==> src/rtl/pipe_io_pkg.sv <==
// Shared definitions for the pipelined CPU I/O window.
// Holds the register offsets, the converter state type and the 7-segment
// patterns that other display logic also uses.
package pipe_io_pkg;

    // Word offsets inside the 32-byte I/O window (io_addr[4:2])
    localparam logic [2:0] OFF_IN0  = 3'd0;
    localparam logic [2:0] OFF_IN1  = 3'd1;
    localparam logic [2:0] OFF_OUT0 = 3'd2;
    localparam logic [2:0] OFF_OUT1 = 3'd3;
    localparam logic [2:0] OFF_STAT = 3'd4;

    // Binary-to-BCD converter states
    typedef enum logic {
        CONV_IDLE  = 1'b0,
        CONV_SHIFT = 1'b1
    } conv_state_e;

    // Active-low segment patterns, bit order gfedcba
    localparam logic [6:0] SEG_0    = 7'b1000000;
    localparam logic [6:0] SEG_1    = 7'b1111001;
    localparam logic [6:0] SEG_2    = 7'b0100100;
    localparam logic [6:0] SEG_3    = 7'b0110000;
    localparam logic [6:0] SEG_4    = 7'b0011001;
    localparam logic [6:0] SEG_5    = 7'b0010010;
    localparam logic [6:0] SEG_6    = 7'b0000010;
    localparam logic [6:0] SEG_7    = 7'b1111000;
    localparam logic [6:0] SEG_8    = 7'b0000000;
    localparam logic [6:0] SEG_9    = 7'b0010000;
    localparam logic [6:0] SEG_DASH = 7'b0111111;

    // Decimal digit to segment pattern; non-decimal codes show a dash
    function automatic logic [6:0] seg_decode(input logic [3:0] digit);
        logic [6:0] seg;
        case (digit)
            4'd0:    seg = SEG_0;
            4'd1:    seg = SEG_1;
            4'd2:    seg = SEG_2;
            4'd3:    seg = SEG_3;
            4'd4:    seg = SEG_4;
            4'd5:    seg = SEG_5;
            4'd6:    seg = SEG_6;
            4'd7:    seg = SEG_7;
            4'd8:    seg = SEG_8;
            4'd9:    seg = SEG_9;
            default: seg = SEG_DASH;
        endcase
        return seg;
    endfunction

endpackage

==> src/rtl/pipe_io_ports_debounce.sv <==
// Switch input conditioner: two-flop synchronizer followed by a debouncer.
// The stable value only follows the synchronized input after it has
// disagreed with the stable value for DB_LIMIT consecutive cycles. A
// different mismatching value arriving mid-count keeps the count going;
// only agreement with the stable value restarts it. 'update' is high in
// the cycle whose clock edge loads a new stable value.
module io_debounce #(
    parameter int DB_LIMIT = 50000,
    parameter int DB_W     = 16,
    parameter int W        = 4
) (
    input  logic         clock,
    input  logic         reset,
    input  logic [W-1:0] din,
    output logic [W-1:0] stable,
    output logic         update
);

    localparam logic [DB_W-1:0] LIMIT_M1 = DB_W'(DB_LIMIT - 1);

    logic [W-1:0]    sync1;
    logic [W-1:0]    sync2;
    logic [DB_W-1:0] cnt;

    // Stable value is about to change: mismatch held for the full window
    assign update = (sync2 != stable) && (cnt == LIMIT_M1);

    // Synchronize the raw input and count consecutive mismatching cycles
    always_ff @(posedge clock or posedge reset) begin
        if (reset) begin
            sync1  <= '0;
            sync2  <= '0;
            stable <= '0;
            cnt    <= '0;
        end else begin
            sync1 <= din;
            sync2 <= sync1;
            if (sync2 == stable) begin
                cnt <= '0;
            end else if (cnt == LIMIT_M1) begin
                stable <= sync2;
                cnt    <= '0;
            end else begin
                cnt <= cnt + DB_W'(1);
            end
        end
    end

endmodule

==> src/rtl/pipe_io_ports.sv <==
// Memory-mapped I/O responder for the pipelined CPU MEM stage.
// Serves two debounced 4-bit switch ports, two 32-bit output registers,
// a status word, and drives two 7-segment digits from out_port0[7:0]
// through a sequential double-dabble converter.
//
// Bus strobes: io_we and io_re are per-cycle strobes that only count
// when io_sel is high. A store takes effect at the clock edge that ends
// the cycle; a load is answered combinationally in the same cycle and
// its only side effect is clearing the matching in-port changed flag at
// that edge. A load and store to the same offset in one cycle return the
// old contents.
module pipe_io_ports
    import pipe_io_pkg::*;
#(
    parameter logic [31:0] IO_BASE  = 32'h0000_0080,
    parameter int          DB_LIMIT = 50000,
    parameter int          DB_W     = 16
) (
    input  logic        clock,
    input  logic        reset,
    input  logic [31:0] io_addr,
    input  logic [31:0] io_wdata,
    input  logic        io_we,
    input  logic        io_re,
    output logic        io_sel,
    output logic [31:0] io_rdata,
    input  logic [3:0]  in_port0,
    input  logic [3:0]  in_port1,
    output logic [31:0] out_port0,
    output logic [31:0] out_port1,
    output logic [6:0]  hex0,
    output logic [6:0]  hex1,
    output conv_state_e dbg_conv_state
);

    // ------------------------------------------------------------------
    // Address decode
    // ------------------------------------------------------------------
    logic [2:0] offset;
    logic       wr_en;
    logic       rd_en;
    logic       unused_addr_bits;

    assign io_sel           = (io_addr[31:5] == IO_BASE[31:5]);
    assign offset           = io_addr[4:2];
    assign wr_en            = io_sel & io_we;
    assign rd_en            = io_sel & io_re;
    // Byte lane bits are irrelevant: every register is word-wide
    assign unused_addr_bits = ^io_addr[1:0];

    // ------------------------------------------------------------------
    // Input ports
    // ------------------------------------------------------------------
    logic [3:0] in0_stable;
    logic [3:0] in1_stable;
    logic       in0_update;
    logic       in1_update;
    logic       in0_changed;
    logic       in1_changed;

    io_debounce #(
        .DB_LIMIT (DB_LIMIT),
        .DB_W     (DB_W),
        .W        (4)
    ) u_db0 (
        .clock  (clock),
        .reset  (reset),
        .din    (in_port0),
        .stable (in0_stable),
        .update (in0_update)
    );

    io_debounce #(
        .DB_LIMIT (DB_LIMIT),
        .DB_W     (DB_W),
        .W        (4)
    ) u_db1 (
        .clock  (clock),
        .reset  (reset),
        .din    (in_port1),
        .stable (in1_stable),
        .update (in1_update)
    );

    // Changed flags: a new stable value sets, a load of the port clears,
    // and a set in the same cycle as the clearing load wins
    always_ff @(posedge clock or posedge reset) begin
        if (reset) begin
            in0_changed <= 1'b0;
            in1_changed <= 1'b0;
        end else begin
            if (in0_update) begin
                in0_changed <= 1'b1;
            end else if (rd_en && (offset == OFF_IN0)) begin
                in0_changed <= 1'b0;
            end
            if (in1_update) begin
                in1_changed <= 1'b1;
            end else if (rd_en && (offset == OFF_IN1)) begin
                in1_changed <= 1'b0;
            end
        end
    end

    // ------------------------------------------------------------------
    // Output registers
    // ------------------------------------------------------------------
    logic wr_out0;
    logic wr_out1;

    assign wr_out0 = wr_en && (offset == OFF_OUT0);
    assign wr_out1 = wr_en && (offset == OFF_OUT1);

    // Stores land at the clock edge; stores to read-only offsets fall away
    always_ff @(posedge clock or posedge reset) begin
        if (reset) begin
            out_port0 <= '0;
            out_port1 <= '0;
        end else begin
            if (wr_out0) begin
                out_port0 <= io_wdata;
            end
            if (wr_out1) begin
                out_port1 <= io_wdata;
            end
        end
    end

    // ------------------------------------------------------------------
    // Binary-to-BCD converter and segment decode
    // ------------------------------------------------------------------
    conv_state_e conv_state;
    logic [7:0]  conv_bin;
    logic [11:0] conv_bcd;
    logic [3:0]  conv_cnt;
    logic [11:0] bcd_adj;
    logic [11:0] bcd_next;
    logic [7:0]  bin_next;
    logic        conv_busy;

    assign conv_busy      = (conv_state == CONV_SHIFT);
    assign dbg_conv_state = conv_state;

    // One double-dabble step: correct nibbles >= 5, then shift {bcd, bin}
    always_comb begin
        bcd_adj = conv_bcd;
        for (int i = 0; i < 3; i++) begin
            if (conv_bcd[4*i +: 4] >= 4'd5) begin
                bcd_adj[4*i +: 4] = conv_bcd[4*i +: 4] + 4'd3;
            end
        end
        bcd_next = {bcd_adj[10:0], conv_bin[7]};
        bin_next = {conv_bin[6:0], 1'b0};
    end

    // Converter FSM: eight shift cycles per out0 store, digits latched on
    // the last one so the display never shows a partial result
    always_ff @(posedge clock or posedge reset) begin
        if (reset) begin
            conv_state <= CONV_IDLE;
            conv_bin   <= '0;
            conv_bcd   <= '0;
            conv_cnt   <= '0;
            hex0       <= SEG_0;
            hex1       <= SEG_0;
        end else if (wr_out0) begin
            conv_state <= CONV_SHIFT;
            conv_bin   <= io_wdata[7:0];
            conv_bcd   <= '0;
            conv_cnt   <= 4'd8;
        end else if (conv_state == CONV_SHIFT) begin
            conv_bin <= bin_next;
            conv_bcd <= bcd_next;
            conv_cnt <= conv_cnt - 4'd1;
            if (conv_cnt == 4'd1) begin
                conv_state <= CONV_IDLE;
                if (bcd_next[11:8] != 4'd0) begin
                    hex0 <= SEG_DASH;
                    hex1 <= SEG_DASH;
                end else begin
                    hex0 <= seg_decode(bcd_next[3:0]);
                    hex1 <= seg_decode(bcd_next[7:4]);
                end
            end
        end
    end

    // ------------------------------------------------------------------
    // Read mux
    // ------------------------------------------------------------------
    // Combinational load data; zero outside the window and at offsets 5-7
    always_comb begin
        io_rdata = '0;
        if (io_sel) begin
            case (offset)
                OFF_IN0:  io_rdata = {28'd0, in0_stable};
                OFF_IN1:  io_rdata = {28'd0, in1_stable};
                OFF_OUT0: io_rdata = out_port0;
                OFF_OUT1: io_rdata = out_port1;
                OFF_STAT: io_rdata = {29'd0, in1_changed, in0_changed, conv_busy};
                default:  io_rdata = '0;
            endcase
        end
    end

endmodule

==> config.mk <==
export PLATFORM = sky130hd
export DESIGN_NAME = pipe_io_ports
export DESIGN_NICKNAME = d
export VERILOG_FILES = /design/src/rtl/pipe_io_pkg.sv /design/src/rtl/pipe_io_ports_debounce.sv /design/src/rtl/pipe_io_ports.sv
export SDC_FILE = /design/constraint.sdc
export NUM_CORES = 1
export LEC_CHECK = 0
export ABC_AREA = 1
export CAP_MARGIN = 20
export CORE_ASPECT_RATIO = 1.2
export CORE_UTILIZATION = 25
export DETAILED_ROUTE_END_ITERATION = 7
export PLACE_DENSITY = 0.53
export SYNTH_ARGS = -nofsm -noshare
export SYNTH_HDL_FRONTEND = slang
export SYNTH_HIERARCHICAL = 1
export SYNTH_SLANG_ARGS = --single-unit
==> constraint.sdc <==
create_clock -name clock -period 9.58 [get_ports clock]
set_input_delay 1.916 -clock clock [delete_from_list [all_inputs] [get_ports clock]]
set_output_delay 1.916 -clock clock [all_outputs]
set_load 0.05 [all_outputs]
==> flow_metrics.tcl <==
set metrics [dict create \
    status "completed" \
    hold_buffers 0 \
    wl_met2_um 11640 \
    pwr_density_cell_mw_per_mm2 137.8 \
    coreArea_sq_mm 0.03243 \
    grt_start_max_net_pins 74 \
    io_buffer_count 185 \
    cts_tree "built" \
    nets 1309 \
    max_freq_mhz 155.0 \
    first_pass_iters 5 \
    required_ns 7.66 \
    max_cap_violations 0 \
    hold_start "u_db0/sync1[3]" \
    htree_levels 4 \
    hpwlAfterDp_um 16500 \
    dr_total_vias 7197 \
    post-route-util 0.3446 \
    routed_wl_um 23170 \
    die_h_um 201.6 \
    clk_latency_ns 0.43 \
    worstSetupPathDepth 8 \
    post_drt_wl_per_cell_um 14.13 \
    cts_made_buffers 17 \
    drc 0 \
    r2r-start "conv_bcd[4]" \
    ir_drop_v 0.0001005 \
    first_iter_violations 366 \
    placed_cells 1606 \
    r2r-end "hex1[5]" \
    yosysWarnings 6 \
    cp-endpoint "io_rdata[3]" \
    cpPeakStageDelay_ns 0.86 \
    overflow 0 \
    highest_layer "met4" \
    crit_arrival_ns 4.53 \
    reg2reg_slack_ns 7.33 \
    hold_class "flip-flop to flip-flop" \
    design.die.area_sq_mm 0.03393 \
    slew_headroom 0.4093 \
    crit_path_start "io_addr[4]" \
    gp_congestion 0.8326 \
    cts_setup_buffers 0 \
    met1_length_um 10430 \
    stdcell_count 1639 \
    path_buf_inv 5 \
    cp-end-kind "output port" \
    grt_pass1_vias 7014 \
    finalSetupTns_ns 0 \
    syn_area_per_cell_sq_um 8.011 \
    synth_fp_nets 1126 \
    clockRootBuffer "clkbuf_16" \
    final_cell_mix "310 x nand2_1, 185 x clkdlybuf4s50_1, 159 x dfrtp_1" \
    place_ws_ns 3.127 \
    cp_slowest_cell "clkdlybuf4s50_1" \
    leakagePower_nw 5.317 \
    synth_area_sq_mm 0.008299 \
    setup_viol 0 \
    route.antenna.remaining_nets 0 \
    wl_met3_um 888 \
    worst_pin_slew_ns 0.8860 \
    finalPower_mw 1.540 \
    crit_family "buffers and inverters" \
    ys_ff_latch 161 \
    synth.distinct_cells 40 \
    cts_buffer_depth 2 \
    hold_violations 0 \
    path_cells "clkdlybuf4s50_1 -> inv_1 -> nand3_1 -> clkinv_1 -> buf_4 -> a22oi_1 -> a31oi_1 -> clkdlybuf4s50_1" \
    die_w_um 168.3 \
    ioPinCount 188 \
    final_common_cell "nand2_1" \
    period_minus_slack_ns 6.450 \
    drive_gt1_frac 0.08279 \
    critPathMaxFanout 33 \
    grt_pass1_wl_um 37370 \
    reg2reg_depth 14 \
    clk_pin_slew_ns 0.07 \
    track_usage 0.1402 \
    rsz0062_at_grt "no" \
    clock_sinks 161 \
    vias_per_cell 4.391 \
    crit_top_cell "clkdlybuf4s50_1" \
    cp-start-kind "input port" \
    skew_ns 0.01329 \
    synthCells 1036 \
    syn_to_final_growth_pct 34.65 \
    layout_setup_ws_ns 3.130 \
    num_rows 72 \
    worstSetupPathType "input port to output port" \
    maxSlewViolCount 0 \
    ys_seq_area_frac 0.4858 \
    initial_utilization 0.2559 \
    postCtsResizedCells 0 \
    antenna_found_initial 0 \
    num_antenna_cells 0 \
    fin_crit_sh 0.6733 \
]
worst min path at each step:
stage | to | slack [ns] | cells past startpoint
6_report | u_db0/sync2[3] | 0.35 | 0
5_1_grt | u_db0/sync2[3] | 0.35 | 0
4_1_cts | u_db1/sync2[2] | 0.35 | 0
3_5_place_dp | u_db0/sync2[2] | 0.33 | 0
3_3_place_gp | u_db0/sync2[0] | 0.33 | 0
2_1_floorplan | u_db0/sync2[0] | 0.33 | 0
area by class of cell:
class	count	area, sq um
Clock inverter	12	100.1
Clock buffer	20	456.7
Timing Repair Buffer	192	1944
Sequential cell	161	4031
Tap cell	407	509.2
Inverter	122	462.9
Fill cell	3452	21260
Multi-Input combinational cell	725	3670
kinds of logic (layout without fill, tap and decap cells):
| group | count (synthesis) | count (layout) | synth area share |
|---|---|---|---|
| adders and majority gates | 14 | 14 | 0.02111 |
| xor gates and xnor gates | 16 | 16 | 0.01688 |
| buffers and inverters | 150 | 346 | 0.07417 |
| AOI/OAI and AO/OA | 136 | 136 | 0.09468 |
| DFF | 161 | 161 | 0.4858 |
| and+or+nand+nor | 559 | 559 | 0.3074 |
where the power goes:
part,switching (mW),internal [mW],total (mW)
clock,0.297,0.351,0.647
combinational,0.0847,0.0695,0.154
sequential,0.0317,0.707,0.738
total,0.413,1.13,1.54
registers in the layout, indices dropped and copies added (netlist names), 7 cells and up:
| register | cells |
|---|---|
| conv_bin | 8 |
| out_port0 | 32 |
| hex0 | 7 |
| conv_bcd | 12 |
| hex1 | 7 |
| u_db0/cnt | 16 |
| out_port1 | 32 |
| u_db1/cnt | 16 |
Yosys cell counts, drive strengths merged:
library cell | count | area, sq um
dfrtp | 159 | 3979
dfstp | 2 | 52.55
a31oi | 5 | 31.28
buf | 14 | 102.6
xor2 | 12 | 105.1
a21oi | 7 | 35.03
nor3 | 5 | 30.03
nand2 | 322 | 1279
nor3b | 1 | 7.510
nand4 | 15 | 123.9
or2 | 2 | 12.51
nand3b | 3 | 22.52
o21bai | 2 | 15.01
clkbuf | 14 | 52.55
nor4 | 1 | 6.260
a22oi | 29 | 217.7
clkinv | 3 | 13.76
nand3 | 73 | 442.9
o21ai | 88 | 440.4
nor2 | 137 | 626.8
xnor2 | 4 | 35.03
a221oi | 1 | 8.760
a22o | 2 | 17.52
ha | 14 | 175.2
a32o | 2 | 20.02
inv | 119 | 446.7
per-layer routing:
| layer | vias up | track usage |
|---|---|---|
| met5 | - | 0 |
| met2 | 135 | 0.2445 |
| met3 | 17 | 0.02793 |
| met1 | 3373 | 0.1765 |
| li1 | 3672 | - |
| met4 | 0 | 0.03344 |
per-stage QoR:
| stage | cell area, sq um | hold WS [ns] |
|---|---|---|
| 2_1_floorplan | 8299 | 0.3312 |
| 3_3_place_gp | 10560 | 0.3324 |
| 3_5_place_dp | 10590 | 0.3347 |
| 4_1_cts | 11150 | 0.3504 |
| 5_1_grt | 11170 | 0.3549 |
| 6_report | 11170 | 0.3495 |
Note: power is estimated with default switching activity, not from simulation.
